<file path="src/rtl/flappy_pkg.sv">
// Shared types for the flappy game: the game state codes (also decoded by
// the renderer) and the 3-digit BCD score representation.
package flappy_pkg;

    typedef enum logic [1:0] {
        ST_ATTRACT   = 2'd0,
        ST_PLAY      = 2'd1,
        ST_OVER_HOLD = 2'd2,
        ST_OVER_WAIT = 2'd3
    } game_state_t;

    typedef logic [3:0] bcd_digit_t;

    // Hundreds digit is most significant, so the packed vector orders the
    // same way as the decimal value.
    typedef struct packed {
        bcd_digit_t hundreds;
        bcd_digit_t tens;
        bcd_digit_t ones;
    } bcd3_t;

    localparam bcd3_t BCD3_MAX = 12'h999;

endpackage

</file>
<file path="src/rtl/bcd_counter3.sv">
// 3-digit BCD up-counter that saturates at 999.
// Ports:
//   clk, reset   - clock, synchronous active-high reset (clears count)
//   clr          - synchronous clear, wins over inc
//   inc          - increment by one (no effect at 999)
//   count        - registered count
//   count_next   - value count will take at the next edge
module bcd_counter3
    import flappy_pkg::*;
(
    input  logic        clk,
    input  logic        reset,
    input  logic        clr,
    input  logic        inc,
    output logic [11:0] count,
    output logic [11:0] count_next
);

    bcd3_t count_q, count_d;

    always_comb begin
        count_d = count_q;
        if (clr) begin
            count_d = '0;
        end else if (inc && (count_q != BCD3_MAX)) begin
            // Ripple the decimal carry; saturation above keeps hundreds <= 9.
            if (count_q.ones != 4'd9) begin
                count_d.ones = count_q.ones + 4'd1;
            end else begin
                count_d.ones = 4'd0;
                if (count_q.tens != 4'd9) begin
                    count_d.tens = count_q.tens + 4'd1;
                end else begin
                    count_d.tens     = 4'd0;
                    count_d.hundreds = count_q.hundreds + 4'd1;
                end
            end
        end
    end

    always_ff @(posedge clk) begin
        if (reset) begin
            count_q <= '0;
        end else begin
            count_q <= count_d;
        end
    end

    assign count      = count_q;
    assign count_next = count_d;

endmodule

</file>
<file path="src/rtl/flappy_game_ctrl.sv">
// Game-flow sequencer for the flappy game. Paces physics steps from the
// frame tick, turns flap button edges into per-step flap requests, runs the
// attract / play / game-over sequence and keeps current and best BCD scores.
// Ports:
//   clk, reset   - clock, synchronous active-high reset
//   frame_tick   - one-cycle pulse per video frame
//   flap_btn     - debounced flap button level
//   bird_alive   - alive flag from physics
//   pipe_passed  - one-cycle pulse per cleared pipe pair
//   phys_reset   - one-cycle clear pulse to physics and pipes
//   phys_step    - one-cycle physics update enable
//   phys_flap    - flap request, qualified by phys_step
//   pipes_run    - pipe scroll enable
//   state        - game state code for the renderer
//   score        - current score, 3-digit BCD
//   high_score   - best score, 3-digit BCD
//   blink        - game-over text blink phase
// All outputs are registered.
module flappy_game_ctrl
    import flappy_pkg::*;
#(
    parameter int STEP_FRAMES  = 1,
    parameter int HOLD_FRAMES  = 60,
    parameter int BLINK_FRAMES = 16
) (
    input  logic        clk,
    input  logic        reset,
    input  logic        frame_tick,
    input  logic        flap_btn,
    input  logic        bird_alive,
    input  logic        pipe_passed,
    output logic        phys_reset,
    output logic        phys_step,
    output logic        phys_flap,
    output logic        pipes_run,
    output logic [1:0]  state,
    output logic [11:0] score,
    output logic [11:0] high_score,
    output logic        blink
);

    localparam int BLINK_W = $clog2(BLINK_FRAMES) + 1;

    game_state_t        state_q, state_d;
    logic [3:0]         step_cnt_q, step_cnt_d;
    logic [7:0]         hold_cnt_q, hold_cnt_d;
    logic [BLINK_W-1:0] blink_cnt_q, blink_cnt_d;
    logic               flap_prev_q, flap_pend_q, flap_pend_d;
    logic               rst_seen_q;
    logic               phys_reset_q, phys_reset_d;
    logic               phys_step_q, phys_step_d;
    logic               phys_flap_q, phys_flap_d;
    logic               pipes_run_q, pipes_run_d;
    logic               blink_q, blink_d;
    bcd3_t              high_q, high_d;
    logic [11:0]        score_next;
    logic               flap_edge, restart, score_inc;
    logic               run_d, step_hit, blink_hit;

    // Packed BCD digits order lexicographically, which equals numeric order.
    function automatic logic bcd3_gt(input bcd3_t a, input bcd3_t b);
        return a > b;
    endfunction

    assign flap_edge = flap_btn & ~flap_prev_q;
    assign score_inc = (state_q == ST_PLAY) && pipe_passed;

    bcd_counter3 u_score (
        .clk        (clk),
        .reset      (reset),
        .clr        (restart),
        .inc        (score_inc),
        .count      (score),
        .count_next (score_next)
    );

    // State register
    always_ff @(posedge clk) begin
        if (reset) begin
            state_q <= ST_ATTRACT;
        end else begin
            state_q <= state_d;
        end
    end

    // Next-state logic
    always_comb begin
        state_d = state_q;
        restart = 1'b0;
        case (state_q)
            ST_ATTRACT:   if (bird_alive) state_d = ST_PLAY;
            ST_PLAY:      if (!bird_alive) state_d = ST_OVER_HOLD;
            ST_OVER_HOLD: if (frame_tick && (hold_cnt_q == 8'(HOLD_FRAMES - 1)))
                              state_d = ST_OVER_WAIT;
            ST_OVER_WAIT: if (flap_edge) begin
                              state_d = ST_ATTRACT;
                              restart = 1'b1;
                          end
            default:      state_d = ST_ATTRACT;
        endcase
    end

    // Output / counter next values. Frame-based counters follow state_d so a
    // tick that lands on a transition is counted under the new state's rules.
    always_comb begin
        run_d    = (state_d == ST_ATTRACT) || (state_d == ST_PLAY);
        step_hit = run_d && frame_tick && (step_cnt_q == 4'(STEP_FRAMES - 1));

        step_cnt_d = '0;
        if (run_d) step_cnt_d = frame_tick ? (step_hit ? 4'd0 : step_cnt_q + 4'd1) : step_cnt_q;

        hold_cnt_d = '0;
        if (state_d == ST_OVER_HOLD) hold_cnt_d = hold_cnt_q + {7'd0, frame_tick};

        blink_hit   = !run_d && frame_tick && (blink_cnt_q == BLINK_W'(BLINK_FRAMES - 1));
        blink_cnt_d = '0;
        blink_d     = 1'b0;
        if (!run_d) begin
            blink_cnt_d = frame_tick ? (blink_hit ? '0 : blink_cnt_q + 1'b1) : blink_cnt_q;
            blink_d     = blink_hit ? ~blink_q : blink_q;
        end

        // The restart edge is consumed by the restart and never forwarded.
        phys_step_d = step_hit;
        phys_flap_d = step_hit && !restart && (flap_pend_q || flap_edge);

        flap_pend_d = flap_pend_q;
        if (!run_d || restart || step_hit) flap_pend_d = 1'b0;
        else if (flap_edge)                flap_pend_d = 1'b1;

        // rst_seen_q stretches the reset pulse into the first cycle after reset.
        phys_reset_d = restart || rst_seen_q;
        pipes_run_d  = (state_d == ST_PLAY);

        // score_next already includes a pass in the same cycle as the death.
        high_d = high_q;
        if ((state_q == ST_PLAY) && (state_d == ST_OVER_HOLD) && bcd3_gt(score_next, high_q))
            high_d = score_next;
    end

    always_ff @(posedge clk) begin
        if (reset) begin
            step_cnt_q   <= '0;
            hold_cnt_q   <= '0;
            blink_cnt_q  <= '0;
            blink_q      <= 1'b0;
            flap_prev_q  <= 1'b0;
            flap_pend_q  <= 1'b0;
            phys_reset_q <= 1'b1;
            phys_step_q  <= 1'b0;
            phys_flap_q  <= 1'b0;
            pipes_run_q  <= 1'b0;
            high_q       <= '0;
        end else begin
            step_cnt_q   <= step_cnt_d;
            hold_cnt_q   <= hold_cnt_d;
            blink_cnt_q  <= blink_cnt_d;
            blink_q      <= blink_d;
            flap_prev_q  <= flap_btn;
            flap_pend_q  <= flap_pend_d;
            phys_reset_q <= phys_reset_d;
            phys_step_q  <= phys_step_d;
            phys_flap_q  <= phys_flap_d;
            pipes_run_q  <= pipes_run_d;
            high_q       <= high_d;
        end
        rst_seen_q <= reset;
    end

    assign phys_reset = phys_reset_q;
    assign phys_step  = phys_step_q;
    assign phys_flap  = phys_flap_q;
    assign pipes_run  = pipes_run_q;
    assign state      = state_q;
    assign high_score = high_q;
    assign blink      = blink_q;

endmodule

</file>
<file path="config.mk">
export PLATFORM = sky130hd
export DESIGN_NAME = flappy_game_ctrl
export DESIGN_NICKNAME = d
export VERILOG_FILES = /design/src/rtl/flappy_pkg.sv /design/src/rtl/bcd_counter3.sv /design/src/rtl/flappy_game_ctrl.sv
export SDC_FILE = /design/constraint.sdc
export NUM_CORES = 1
export LEC_CHECK = 0
export ABC_AREA = 1
export CAP_MARGIN = 20
export CORE_ASPECT_RATIO = 2
export CORE_MARGIN = 8
export CORE_UTILIZATION = 52
export CTS_BUF_LIST = sky130_fd_sc_hd__clkbuf_2 sky130_fd_sc_hd__clkbuf_4 sky130_fd_sc_hd__clkbuf_8
export DETAILED_ROUTE_END_ITERATION = 7
export PLACE_DENSITY_LB_ADDON = 0.08
export SETUP_SLACK_MARGIN = 0.5
export SYNTH_ARGS = -nofsm -noshare
export SYNTH_HDL_FRONTEND = slang
export SYNTH_HIERARCHICAL = 1
export SYNTH_SLANG_ARGS = --single-unit
</file>
<file path="constraint.sdc">
create_clock -name clk -period 2.2 [get_ports clk]
set_input_delay 0.22 -clock clk [delete_from_list [all_inputs] [get_ports clk]]
set_output_delay 0.22 -clock clk [all_outputs]
set_load 0.01 [all_outputs]
</file>
== Word-level counts from Yosys, hierarchy flattened ==
Index checks and enable logic that the tools add are counted.

* Output and inout bits: 31
* Logic and storage cells: 80
* Bits in registers: 51

* Equality and inequality tests: 10
* Muxes and demuxes: 15
* Order comparisons: 1
* Bitwise gates (word level): 5
* Add/sub/neg operators: 6
* Reduce and logical (&&, ||, !) cells: 25

{| class="wikitable"
|+ Operators with widths
! kind !! number
|-
| $mux W12 || 2
|-
| $add A4 B1 Y4 const B || 4
|-
| $mux W4 || 4
|-
| $gt A12 B12 Y1 || 1
|-
| $ne A12 B12 Y1 const B || 1
|-
| $logic_and A1 B1 Y1 || 11
|-
| $add A8 B1 Y8 || 1
|-
| $eq A8 B6 Y1 const B || 1
|-
| $mux W2 || 4
|-
| $mux W8 || 1
|-
| $ne A4 B4 Y1 const B || 2
|-
| $pmux W2 S4 || 1
|-
| $reduce_or A2 Y1 || 4
|-
| $eq A2 B2 Y1 const B || 3
|-
| $add A5 B1 Y5 const B || 1
|-
| $eq A5 B4 Y1 const B || 1
|-
| $logic_or A1 B1 Y1 || 5
|-
| $mux W5 || 1
|-
| $eq A2 B1 Y1 const B || 2
|-
| $logic_not A2 Y1 || 2
|-
| $logic_not A4 Y1 || 1
|-
| $not A1 Y1 || 4
|-
| $logic_not A1 Y1 || 2
|-
| $mux W1 || 2
|-
| $and A1 B1 Y1 || 1
|}

== Longest topological paths before layout ==
Gate-level depths: netlist of the first run.

* Depth after elaboration: 10
* Depth in mapped cells: 23
* Gate-level depth less buffers: 21

== Hierarchy ==
Netlist of the first run, hierarchy kept.

{| class="wikitable"
|+ Modules (own cells, without submodules)
! module !! cells an instance !! instances !! area an instance (µm²)
|-
| flappy_game_ctrl || 269 || 1 || 2140.8
|-
| bcd_counter3 || 152 || 1 || 855.8
|}

== Worst setup path after synthesis of the first run ==
Ideal clock, no wire load.

* Path kind: reg-to-reg
* Start: reg u_score.count_q, in the netlist u_score/count[9]
* End: reg high_q, in the netlist high_score[10]
* Path buffers: 1
* Required time: 2.087 ns
* Setup time: 0.113 ns
* Data arrival time: 2.260 ns
* Slack: -0.174 ns
* Stages on the path, launching flop included: 19
* Period minus slack after synthesis: 2.374 ns
* Path through: dfxtp_1 inv_1 ha_1 nand3_1 nand3b_1 nand2_1 inv_1 nand2_1 nand3_1 inv_1 ha_1 nand2_1 nor2_2 nand2_2 o21ai_2 inv_2 buf_6 a21oi_2 nor2_1

* Elaborated cells between the ends (all ways): 9
* Those cells by class: 1 x add/sub; 1 x order compare; 1 x eq/ne; 4 x mux; 2 x reduce/logical

{| class="wikitable"
|+ RTL lines
! item !! line !! text
|-
| start, declared || bcd_counter3.sv:19 || <nowiki>bcd3_t count_q, count_d;</nowiki>
|-
| start signal, assigned || bcd_counter3.sv:45 || <nowiki>count_q <= count_d;</nowiki>
|-
| $ne A12 B12 Y1 || bcd_counter3.sv:25 || <nowiki>end else if (inc && (count_q != BCD3_MAX)) begin</nowiki>
|-
| $logic_and A1 B1 Y1 || bcd_counter3.sv:25 ||
|-
| $mux W12 || bcd_counter3.sv:25 ||
|-
| $mux W12 || bcd_counter3.sv:23 || <nowiki>if (clr) begin</nowiki>
|-
| via score_next[7] || flappy_game_ctrl.sv:56 || <nowiki>logic [11:0] score_next;</nowiki>
|-
| $gt A12 B12 Y1 || flappy_game_ctrl.sv:62 || <nowiki>return a > b;</nowiki>
|-
| $logic_and A1 B1 Y1 || flappy_game_ctrl.sv:137 || <nowiki>if ((state_q == ST_PLAY) && (state_d == ST_OVER_HOLD) && bcd3_gt(score_next, high_q))</nowiki>
|-
| end signal, assigned || flappy_game_ctrl.sv:165 || <nowiki>high_q <= high_d;</nowiki>
|-
| end, declared || flappy_game_ctrl.sv:55 || <nowiki>bcd3_t high_q, high_d;</nowiki>
|}

The timed path passes the listed nets, and every way through them passes these cells.
A chain may end at the register's enable or synchronous reset.

== Final worst setup path of the first run ==
* Start: reg u_score.count_q, in the netlist u_score/count[2]
* End: reg high_q, in the netlist high_score[3]

* Longest elaborated chain between the ends: 6
* Elaborated cells between the ends (all ways): 10
* Those cells by class: 1 x add/sub; 1 x order compare; 2 x eq/ne; 4 x mux; 2 x reduce/logical

{| class="wikitable"
|+ RTL lines
! item !! line
|-
| $ne A12 B12 Y1 or $ne A4 B4 Y1 (tied branches) || bcd_counter3.sv:25, bcd_counter3.sv:27
|-
| $logic_and A1 B1 Y1 or $mux W8 (tied branches) || bcd_counter3.sv:25, bcd_counter3.sv:27
|-
| $mux W12 * || bcd_counter3.sv:25
|-
| $mux W12 * || bcd_counter3.sv:23
|-
| via score_next[8] || flappy_game_ctrl.sv:56
|-
| $gt A12 B12 Y1 * || flappy_game_ctrl.sv:62
|-
| $logic_and A1 B1 Y1 * || flappy_game_ctrl.sv:137
|}

Mark *: on every way through the listed nets, which the timed path passes. The rest lies on a longest branch.

==> metrics.log, run 1 <==
[metrics] vias after detailed routing: 2954
[metrics] synthesized flop and latch total: 51
[metrics] minimum clock period after layout: 2.585 ns
[metrics] PnR worst setup slack: -0.3850 ns
[metrics] residual overflow from global routing: 0
[metrics] most numerous cell types in the synthesized netlist: nand2_1 (105), inv_1 (58), nor2_1 (57), dfxtp_1 (51), ha_1 (20)
[metrics] routability congestion estimate: 0.8583
[metrics] worst setup slack after placement: -0.5390 ns
[metrics] via density per instance: 5.076
[metrics] summed instance area of the synthesized netlist: 2997 um2
[metrics] max_cap viols: 0
[metrics] initial DRC count: 104
[metrics] I/O Pins: 37
[metrics] upper clock frequency limit: 386.8 MHz
[metrics] number of placed instances, taps included: 563
[metrics] final setup violating endpoints: 12
[metrics] number of buffers between clock root and the deepest sink: 2
[metrics] final clock skew: 0.007258 ns
[metrics] worst vdd rail ir drop: 0.4935 mV
[metrics] endpoint type of the worst setup path: register
[metrics] layout net count: 546
[metrics] DRC violations left: 0
[metrics] antenna violations before repair: 0
[metrics] HPWL after detailed placement: 5.491 mm
[metrics] Ant. Diodes: 0
[metrics] maximum fanout encountered on the critical timing path: 6
[metrics] total power consumption of the routed design: 2.804 mW
[metrics] # H-tree levels: 2
[metrics] share of layout cells above drive strength 1: 32.44%
[metrics] Mapped Avg Cell Area: 7.118 um2
[metrics] number of distinct library cell variants in the gate-level netlist after synthesis: 33
[metrics] area occupied by registers: 1032 um2
[metrics] placeable core region: 5660 um2
[metrics] Layout Cells excl Fill: 582
[metrics] Worst Hold Class: in -> reg
[metrics] wire length of the first global-routing pass: 12.39 mm
[metrics] horizontal die dimension: 69.68 um
[metrics] kind of start point of the critical path: register
[metrics] DR pass1 iterations: 4
[metrics] sequential-to-total area share from yosys stat: 34.07%
[metrics] CTS Root Cell: clkbuf_8
[metrics] final hold vios: 0
[metrics] data required time at the worst endpoint: 2.42 ns
[metrics] async set-or-reset flop fraction in the synthesized netlist: 0%
[metrics] Routed Wire Length: 7.814 mm
[metrics] TritonCTS Sinks: 51
[metrics] # rows: 39
[metrics] count of synthesis-stage warnings from yosys: 6
[metrics] type of the setup path with the least slack: reg -> reg
[metrics] tightest hold margin: 0.3818 ns
[metrics] clock buffers created by TritonCTS: 5
[metrics] overall die area: 8595 um2
[metrics] clk_lat worst skew: 0.31 ns
[metrics] dominant register cell in the synthesized netlist: dfxtp_1
[metrics] number of synthesized flops with an enable pin: 0
[metrics] utilization after layout: 75.11%
[metrics] synth-to-layout area growth: 41.88%
[metrics] DR WL/cell: 13.43 um
[metrics] pin slew with the least headroom to its limit: 0.3754 ns
[metrics] clk slew on worst S/H paths: 0.09 ns
[metrics] signal arrival time at the worst endpoint: 2.80 ns
[metrics] number of global-route vias before repair: 2946
[metrics] largest net degree at the start of global routing: 25
[metrics] max-slew headroom at the worst pin: 74.93%
[metrics] post-detailed-route count of antenna-violating nets: 0
[metrics] leading area contributor after synthesis: dfxtp_1
[metrics] cell count after synthesis: 421
[metrics] unrepaired setup endpoints after global routing: yes
[metrics] area taken by multi-input logic gates: 1799 um2
[metrics] count of fill cells added during filler insertion: 436
[metrics] starting density of the core: 52.94%
[metrics] synthesized net count: 447
[metrics] proportion of netlist area held by the largest area contributor: 34.07%
[metrics] GR Util All Layers: 17.20%
[metrics] power per standard cell area: 659.5 nW/um2
[metrics] main area contributors after synthesis: dfxtp_1 (34%), nand2_1 (13%), ha_1 (8.4%)
[metrics] Final Cycle Share: 117.5%
[metrics] most numerous cell in the Yosys netlist: nand2_1
[metrics] count of buffers from port buffering: 36
[metrics] result of the run: finished with violations
[metrics] failing checks: negative setup slack
[metrics] CTS tree: done
[metrics] Leak Pwr: 1.867 nW
[metrics] Die H: 123.4 um
[metrics] count of final max-slew check failures: 0
cells in the final DEF (no fill, tap or decap), types with 3 or more instances in the layout:
master,n
nand2_1,95
buf_4,59
nor2_1,55
inv_1,48
dfxtp_1,44
clkdlybuf4s50_1,35
inv_2,20
nand2_2,15
a21oi_2,14
ha_1,13
nand3_1,12
nand3_2,12
nor3_1,10
a21oi_1,7
nand4_1,7
xor2_1,7
ha_4,6
dfxtp_2,6
nor2_2,5
clkbuf_8,5
xnor2_1,4
o21ai_0,4
nor2_4,3
flip-flops by register name, indices dropped and copies added (netlist names):
register,count
high_score,12
u_score/count,12
hold_cnt_q,8
blink_cnt_q,5
step_cnt_q,4
state,2
blink,1
flap_pend_q,1
flap_prev_q,1
phys_flap,1
phys_reset,1
phys_step,1
pipes_run,1
rst_seen_q,1
logic make-up (layout without fill, tap and decap cells):
logic type                 count (synthesis)  after routing  synth area share [%]
xor gates and xnor gates                  11             11                 3.215
buffers and inverters                     79            179                 12.07
DFF                                       51             51                 34.07
adders and majority gates                 20             20                 8.351
and+or+nand+nor                          228            228                 35.03
AOI/OAI and AO/OA                         32             32                 7.266
metal layers:
metal,track usage [%],wire length (um),up-vias
met5,0,0,-
met4,9.735,333,0
met3,2.892,248,27
met2,35.65,4476,57
met1,14.72,2755,1357
li1,-,-,1513
worst max-delay path, stage by stage, from the launching register on:
cell,delay (ns)
dfxtp_2,0.33
inv_2,0.05
nand2_2,0.06
nor2_4,0.17
buf_6,0.13
nand4_1,0.20
inv_2,0.15
nand2_1,0.07
nand2_1,0.10
nor2_1,0.06
ha_1,0.30
nand2_2,0.09
nor2_4,0.04
buf_4,0.12
nand2_2,0.07
nand3_4,0.14
clkbuf_16,0.21
a21oi_2,0.13
nor2_1,0.05
final cells by class:
type	count	share of cell area [%]
clock buffer	5	1.619
clock inverter	3	1.589
inverter	69	6.151
multi-input combinational	291	42.32
sequential	51	24.28
tap	61	1.795
timing repair buffer	102	22.25
per-stage QoR:
| stage | setup TNS, ns | area [um2] |
|---|---|---|
| finish | -4.365 | 4252 |
| global placement | -5.757 | 3806 |
| CTS | -3.087 | 4039 |
| global route | -6.190 | 4252 |
| detailed placement | -6.337 | 3806 |
| floorplan | -0.9300 | 3042 |
report_power, final:
part | switching [mW] | internal [mW]
clock network | 0.325 | 0.453
registers | 0.0330 | 0.964
logic | 0.519 | 0.509
total | 0.877 | 1.93
timing repair:
action | 4_1_cts | 5_1_grt
endpoints found under the setup margin | 12 | 13
pin swaps | 5 | 24
gates cloned | 1 | 2
gates resized for setup | 18 | 25
buffers inserted | 1 | 7
hold buffers | 0 | 0
path summary, 6_finish.rpt:
| check | start | to | slack, ns | cells past startpoint |
|---|---|---|---|---|
| setup / recovery | u_score/count[2] | high_score[3] | -0.39 | 18 |
| hold / removal | frame_tick | blink | 0.38 | 3 |
| setup reg to reg | u_score/count[2] | high_score[3] | -0.39 | 18 |
| hold reg to reg | rst_seen_q | phys_reset | 0.43 | 2 |
Power figures use the tool's default switching activity.
==> inputs of run 2 (changes only) <==
CORE_UTILIZATION = 50   (was 52)
CTS_BUF_LIST = not set   (was sky130_fd_sc_hd__clkbuf_2 sky130_fd_sc_hd__clkbuf_4 sky130_fd_sc_hd__clkbuf_8)
==> run 2 against run 1 <==
Net effect:
- the flow still finishes with violations (negative setup slack)
- register-to-register slack hardly changed
- flip-flop and latch count stayed put
- sequential share of layout area is 0.16 points lower
- combinational power is 17% lower
- highest routed layer unchanged
- first-iteration DRC count is 38% higher
- largest cell class unchanged
==> metrics.log, run 2 (synthesis results as in run 1) <==
[metrics] result of the run: finished with violations
[metrics] failing checks: negative setup slack
[metrics] antenna violations before repair: 0
[metrics] minimum clock period after layout: 2.570 ns
[metrics] PnR worst setup slack: -0.3700 ns
[metrics] routability congestion estimate: 0.9158
[metrics] total power consumption of the routed design: 2.637 mW
[metrics] final clock skew: 0.004802 ns
[metrics] power per standard cell area: 615.4 nW/um2
[metrics] cell family with the largest share of critical-path delay: simple AND/OR/NAND/NOR gates
[metrics] buffer and inverter count on the worst path: 6
[metrics] area taken by multi-input logic gates: 1809 um2
[metrics] worst setup slack after placement: -0.6391 ns
[metrics] layout net count: 550
[metrics] max-slew headroom at the worst pin: 77.90%
[metrics] Ant. Diodes: 0
[metrics] area occupied by registers: 1033 um2
[metrics] unrepaired setup endpoints after global routing: yes
[metrics] synth-to-layout area growth: 43.01%
[metrics] signal arrival time at the worst endpoint: 2.76 ns
[metrics] count of fill cells added during filler insertion: 470
[metrics] tightest hold margin: 0.4234 ns
[metrics] data required time at the worst endpoint: 2.39 ns
[metrics] vias after detailed routing: 2903
[metrics] final setup violating endpoints: 12
[metrics] overall die area: 8876 um2
[metrics] clock buffers created by TritonCTS: 5
[metrics] placeable core region: 5906 um2
[metrics] worst-path cell chain: inv_2, ha_4, nand3_4, nand3b_1, nand2_4, inv_4, buf_4, nand2_1, nand2_2, nor2_4, inv_2, ha_4, nand3_2, o21ai_4, clkinv_4, buf_12, a21oi_2, nor2_1
[metrics] clk_lat worst skew: 0.29 ns
[metrics] maximum fanout encountered on the critical timing path: 8
[metrics] number of placed instances, taps included: 567
[metrics] final hold vios: 0
[metrics] Leak Pwr: 1.879 nW
[metrics] CTS Root Cell: clkbuf_16
[metrics] starting density of the core: 50.74%
[metrics] endpoint type of the worst setup path: register
[metrics] DR WL/cell: 12.72 um
[metrics] Layout Cells excl Fill: 588
[metrics] # H-tree levels: 2
[metrics] GR Util All Layers: 17.46%
[metrics] worst-path cell with the longest stage delay: dfxtp_2
[metrics] type of the setup path with the least slack: reg -> reg
[metrics] number of buffers between clock root and the deepest sink: 2
[metrics] upper clock frequency limit: 389.1 MHz
[metrics] via density per instance: 4.937
[metrics] share of layout cells above drive strength 1: 32.76%
[metrics] HPWL after detailed placement: 5.457 mm
[metrics] I/O Pins: 37
[metrics] count of final max-slew check failures: 0
[metrics] CTS tree: done
[metrics] residual overflow from global routing: 0
[metrics] count of buffers from port buffering: 36
[metrics] Setup TNS Final: -4.238 ns
[metrics] Final Cycle Share: 116.8%
[metrics] DRC violations left: 0
[metrics] delay contributed by the slowest stage of the critical path: 0.32 ns
[metrics] Die H: 125.5 um
[metrics] Worst Hold Class: reg -> reg
[metrics] number of global-route vias before repair: 2968
[metrics] max_cap viols: 0
[metrics] largest net degree at the start of global routing: 20
[metrics] hold buffer count at CTS: 0
[metrics] top library cells by usage in the layout, fill and taps aside: nand2_1 (98), buf_4 (59), nor2_1 (51)
[metrics] DR pass1 iterations: 4
[metrics] pin slew with the least headroom to its limit: 0.3298 ns
[metrics] TritonCTS Sinks: 51
[metrics] wire length of the first global-routing pass: 12.74 mm
[metrics] initial DRC count: 143
[metrics] worst vdd rail ir drop: 0.5312 mV
[metrics] # rows: 40
[metrics] kind of start point of the critical path: register
[metrics] horizontal die dimension: 70.74 um
[metrics] post-detailed-route count of antenna-violating nets: 0
[metrics] Routed Wire Length: 7.480 mm
[metrics] most common library cell in the layout ignoring fill and taps: nand2_1
[metrics] clk slew on worst S/H paths: 0.07 ns
## run 2: changes by cell type in the layout (fill, tap and decap cells not counted), sizes merged
cell,previous run,this run
buf,64,70
bufinv,2,0
clkbuf,7,6
clkdlybuf4s50,35,36
clkinv,0,1
clkinvlp,1,0
dlymetal6s2s,1,0
inv,69,70
## run 2: power breakdown
group,internal (mW),switching (mW),total [mW]
logic,0.389,0.471,0.860
registers,0.965,0.0328,0.998
clock network,0.427,0.352,0.780
total,1.78,0.856,2.64
## run 2: final timing paths
kind	to	cells after the start	startpoint	slack [ns]
setup / recovery	high_score[10]	18	u_score/count[9]	-0.37
setup reg to reg	high_score[10]	18	u_score/count[9]	-0.37
hold reg to reg	phys_reset	2	rst_seen_q	0.42
hold / removal	phys_reset	2	rst_seen_q	0.42
## run 2: layer usage
layer	global-route usage (%)	wire length, um	vias up
met3	4.243	306	17
met4	7.046	195	0
li1	-	-	1511
met1	18.37	3133	1313
met5	0	0	-
met2	31.67	3844	62
## run 2: through the flow
step / util, % / area, um2
6_report: 72.56 / 4285
3_5_place_dp: 64.96 / 3836
5_1_grt: 72.56 / 4285
2_1_floorplan: - / 3042
3_3_place_gp: 64.96 / 3836
4_1_cts: 70.19 / 4145
## run 2: worst register-to-register path, delay by kind of cell, from the launching register on
kind | cells | cell delay [ns]
compound gates | 2 | 0.29
simple gates | 8 | 0.85
fa+ha+maj | 2 | 0.39
flops | 1 | 0.32
buf+inv | 6 | 0.62
## run 2: layout make-up
type,count,area share (%)
Multi-Input combinational cell,291,42.22
Tap cell,63,1.839
Inverter,69,6.219
Clock inverter,2,0.3504
Clock buffer,6,3.007
Sequential cell,51,24.12
Timing Repair Buffer,106,22.25
## run 2: repair_timing
action | CTS | global route
endpoints found under the hold margin | 0 | 0
endpoints found under the setup margin | 12 | 12
pin swaps | 17 | 20
gates resized for setup | 24 | 27
cloned | 0 | 0
setup buffers | 9 | 4
